<file path="src/rtl/if_fetch.sv">
// if_fetch: PC owner and instruction-memory request front end.
// Optional stall cycle counter enabled by `define IF_PERF_CNT_EN.
module if_fetch #(
  parameter logic [31:0] RESET_PC = 32'h0000_0000
) (
  input  logic        clk,
  input  logic        rst,
  input  logic        stall_i,
  input  logic        b_flag_i,
  input  logic [31:0] b_target_addr_i,
  output logic        mem_req_o,
  output logic [31:0] mem_addr_o,
  input  logic        mem_ack_i,
  input  logic [31:0] mem_rdata_i,
  output logic [31:0] pc_o,
  output logic [31:0] inst_o,
  output logic        inst_valid_o,
  output logic        stall_req_o
`ifdef IF_PERF_CNT_EN
  ,
  output logic [31:0] fetch_stall_cnt_o
`endif
);

  typedef enum logic [1:0] {
    S_IDLE,
    S_FETCH,
    S_FLUSH
  } state_t;

  state_t      r_state, w_state;
  logic        r_req, w_req;
  logic [31:0] r_addr, w_addr;
  logic [31:0] r_pc, w_pc;
  logic [31:0] r_inst, w_inst;
  logic        r_valid, w_valid;
  logic [31:0] r_redir, w_redir;
  logic [31:0] w_tgt;
  logic        w_slot_free;

  assign w_tgt       = b_target_addr_i & ~32'h3;
  assign w_slot_free = !r_valid || !stall_i;

  // State and datapath registers, synchronous active-low reset
  always_ff @(posedge clk) begin
    if (!rst) begin
      r_state <= S_IDLE;
      r_req   <= 1'b0;
      r_addr  <= 32'h0;
      r_pc    <= 32'h0;
      r_inst  <= 32'h0;
      r_valid <= 1'b0;
      r_redir <= 32'h0;
    end else begin
      r_state <= w_state;
      r_req   <= w_req;
      r_addr  <= w_addr;
      r_pc    <= w_pc;
      r_inst  <= w_inst;
      r_valid <= w_valid;
      r_redir <= w_redir;
    end
  end

  // Next-state: fetch sequencing, slot fill, redirect and flush
  always_comb begin
    w_state = r_state;
    w_req   = r_req;
    w_addr  = r_addr;
    w_pc    = r_pc;
    w_inst  = r_inst;
    w_valid = r_valid;
    w_redir = r_redir;
    unique case (r_state)
      S_IDLE: begin
        w_state = S_FETCH;
        w_req   = 1'b1;
        w_addr  = b_flag_i ? w_tgt : RESET_PC;
        w_valid = 1'b0;
      end
      S_FETCH: begin
        if (mem_ack_i) begin
          if (b_flag_i) begin
            w_addr  = w_tgt;
            w_valid = 1'b0;
          end else if (w_slot_free) begin
            w_pc    = r_addr;
            w_inst  = mem_rdata_i;
            w_valid = 1'b1;
            w_addr  = r_addr + 32'd4;
          end
        end else begin
          if (b_flag_i) begin
            w_redir = w_tgt;
            w_valid = 1'b0;
            w_state = S_FLUSH;
          end else if (r_valid && !stall_i) begin
            w_valid = 1'b0;
          end
        end
      end
      S_FLUSH: begin
        w_valid = 1'b0;
        if (mem_ack_i) begin
          w_addr  = b_flag_i ? w_tgt : r_redir;
          w_state = S_FETCH;
        end else if (b_flag_i) begin
          w_redir = w_tgt;
        end
      end
      default: begin
        w_state = S_IDLE;
      end
    endcase
  end

  assign mem_req_o    = r_req;
  assign mem_addr_o   = r_addr;
  assign pc_o         = r_pc;
  assign inst_o       = r_inst;
  assign inst_valid_o = r_valid;
  assign stall_req_o  = r_req && !mem_ack_i;

`ifdef IF_PERF_CNT_EN
  logic [31:0] r_stall_cnt;

  // Saturating count of cycles spent waiting on memory
  always_ff @(posedge clk) begin
    if (!rst) begin
      r_stall_cnt <= 32'h0;
    end else if (stall_req_o && (r_stall_cnt != 32'hFFFF_FFFF)) begin
      r_stall_cnt <= r_stall_cnt + 32'd1;
    end
  end

  assign fetch_stall_cnt_o = r_stall_cnt;
`endif

endmodule

</file>
<file path="config.mk">
export PLATFORM = sky130hd
export DESIGN_NAME = if_fetch
export DESIGN_NICKNAME = d
export VERILOG_FILES = /design/src/rtl/if_fetch.sv
export SDC_FILE = /design/constraint.sdc
export NUM_CORES = 1
export LEC_CHECK = 0
export ABC_AREA = 1
export CELL_PAD_IN_SITES_DETAIL_PLACEMENT = 0
export CELL_PAD_IN_SITES_GLOBAL_PLACEMENT = 2
export CORE_MARGIN = 8
export CORE_UTILIZATION = 24
export DETAILED_ROUTE_END_ITERATION = 8
export PLACE_DENSITY_LB_ADDON = 0.1
export SETUP_SLACK_MARGIN = 0.02
export SYNTH_ARGS = -nofsm -noshare
export SYNTH_HDL_FRONTEND = slang
export SYNTH_SLANG_ARGS = --single-unit
</file>
<file path="constraint.sdc">
create_clock -name clk -period 1.7 [get_ports clk]
set_input_delay 0.425 -clock clk [delete_from_list [all_inputs] [get_ports clk]]
set_output_delay 0.425 -clock clk [all_outputs]
set_load 0.05 [all_outputs]
</file>
==> metrics.cfg <==
[grt]
grt_usage_pct=16.02
grt_pass1_wl_um=39850
antenna_found_initial=0
grt_pass1_vias=6964
grt_max_degree=70
overflow=0

[cells_and_area]
fillerInstances=2726
final_common_cell=buf_4
layout-drive-gt1-share_pct=34.56
final_cell_mix=buf_4, nand2_1, dfxtp_1
syn_to_final_growth_pct=74.71
utilization_pct=42.63
layout.nets=1282
antenna_cells=0

[synth]
syn_area_um2=6359
async_flop_share_pct=0
muxShareOfSynthArea_pct=0
synth_xor_area_share_pct=0.2755
syn_nets=999
synth_cell_types=36
syn_avg_cell_area_um2=6.874
synth-edff-count=0
seq_area_frac_synth_pct=41.56
syn_inst=925
synthAdderAreaFrac_pct=0.9839
yosys.area_share.simple_pct=23.46
synth_top_family_by_area=compound AO/OA/AOI/OAI gates
synth_seq_cells=132
synth-compound-area-share_pct=25.05
ys_warn_count=0
ys.flop_type=dfxtp_1

[setup_path]
end_kind=register
required_ns=2.00
startpoint_type=register
path_max_fanout=7
worstSetupPathType=reg2reg
worstPathArrival_ns=1.98

[floorplanning]
io_pins=168
start_util_pct=24.40
fp.dieArea_um2=31960
die_x_um=178.8
num_rows=59
die_y_um=178.8
core_um2=26060

[placement]
io_buffer_count=165
hpwl_um=18730
place_congestion=0.7777
post-place-ws_ns=-0.4332

[hold_path]
hold_class=reg2reg

[routing]
dr.pass1.iters=4
first_iter_violations=407
drc=0
wl_per_cell_um=17.13
via_per_inst=4.596
vias=7152
route.antenna.remaining_nets=0
drt_wl_total_um=26650

[timing]
finalWorstPathRequiredPeriod_ns=1.680
finClkSkew_ns=0.01089
finalMaxSlewViolations=0
post-route-period-util_pct=98.81
rsz0062_at_grt=yes
worst_slew_pin_slew_ns=0.3821
fin_ws_ns=0.02028
finalSetupViolations=0
holdWs_ns=0.4503
max_clock_freq_mhz=595.3
hold_viol_final=0
relSlewSlack_pct=74.53

[outcome]
status=finished clean

[clock_tree]
cts.sinks=132
htreeDepth=4
clk_pin_slew_worst_paths_ns=0.06
worst_skew_pair.late_latency_ns=0.41
cts_max_path_buffers=2
cts_tree=yes
cts_buffers=17
clk_root_buffer_cell=clkbuf_16
cts_hold_repair.buffers=0

[power_and_ir_drop]
swShare_pct=42.28
pwr-share-seq_pct=22.7
p_leak_uw=0.004588
intPower_uw=11190
total_power_uw=19390
combinationalPowerShare_pct=58.0
power_switching_uw=8199
p_clk_share_pct=19.3
power_density_nw_per_um2=1745
peakVddDrop_mv=1.098

[job]
maxCapViolCount=0

power groups by stage:
stage          clock network (µW)  logic [µW]  registers (µW)
2_1_floorplan                   0        3070            5910
3_3_place_gp                    0        8860            4400
3_5_place_dp                    0        8870            4390
4_1_cts                      3880        9490            4360
5_1_grt                      4020       12000            4490
6_report                     3750       11200            4400
routing by layer:
| layer | vias up | GRT usage, % | part of all wire, % |
|---|---|---|---|
| met4 | 0 | 3.100 | 0.55 |
| met1 | 3379 | 20.83 | 46 |
| met5 | - | 0 | 0 |
| met3 | 8 | 3.180 | 3.7 |
| li1 | 3642 | - | - |
| met2 | 123 | 27.16 | 50 |
state kept, by name (all words and copies together) (netlist names):
signal and count:
inst_o 32, inst_valid_o 1, mem_addr_o 32, mem_req_o 1
pc_o 32, r_redir 32, r_state 2
through the flow:
stage               TNS, ns  std cells  area [µm²]
floorplan                 0        925        6379
CTS                       0       1537       10410
global route        -0.8760       1556       11110
global placement     -34.44       1496        9625
detailed placement   -38.06       1496        9625
finish                    0       1556       11110
kinds of logic after synthesis:
family / Yosys count
and+or+nand+nor: 357
AOI/OAI and AO/OA: 297
xor gates and xnor gates: 2
buffers and inverters: 132
adders and majority gates: 5
DFF: 132
critical path, cell delays in order, from the launching register on:
cell     delay [ns]
dfxtp_4        0.38
inv_4          0.06
ha_4           0.30
inv_8          0.04
buf_4          0.13
nor2_4         0.11
buf_6          0.16
o22ai_2        0.09
buf_4          0.16
a21oi_2        0.09
nor2_1         0.04
worst paths after layout:
path | start | endpoint | slack, ns | cells past startpoint
worst max register to register | r_state[0] | mem_addr_o[16] | 0.02 | 10
worst min-delay path | r_redir[23] | r_redir[23] | 0.45 | 2
worst min register to register | r_redir[23] | r_redir[23] | 0.45 | 2
worst max-delay path | r_state[0] | mem_addr_o[16] | 0.02 | 10
cell type report:
type                            count  area (µm²)  area share (%)
Multi-Input combinational cell    661        3628           32.66
Timing Repair Buffer              317        3471           31.24
Sequential cell                   132        2671           24.05
Clock inverter                     14       150.1           1.352
Clock buffer                       18       439.2           3.953
Tap cell                          335       419.2           3.773
Inverter                           79       330.3           2.973
timing repair:
action                     in CTS  in global routing
gates resized for setup        33                138
setup buffers                   5                 14
gates cloned                    4                  6
pin swaps                       3                 38
setup endpoints to repair      90                100
synthesized netlist by cell type (2+ instances only):
master | n | area (µm²)
a31oi_1 | 4 | 25.02
inv_1 | 72 | 270.3
and2_1 | 2 | 12.51
buf_2 | 14 | 70.07
nand4_1 | 3 | 18.77
nor2_2 | 6 | 37.54
o22ai_1 | 17 | 106.4
nand3_1 | 31 | 155.2
clkbuf_1 | 29 | 108.9
a21boi_0 | 7 | 52.55
a211oi_1 | 2 | 15.01
nand2_2 | 3 | 18.77
a311oi_1 | 10 | 87.58
buf_6 | 2 | 22.52
a21oi_1 | 118 | 590.6
nor2_4 | 6 | 67.56
nor2_1 | 128 | 480.5
inv_2 | 6 | 22.52
xor2_1 | 2 | 17.52
nand2_1 | 173 | 649.4
a21boi_1 | 4 | 30.03
ha_1 | 5 | 62.56
o21ai_0 | 131 | 655.6
buf_4 | 6 | 45.04
o21ai_1 | 2 | 10.01
dfxtp_1 | 132 | 2643
Power figures use the tool's default switching activity.
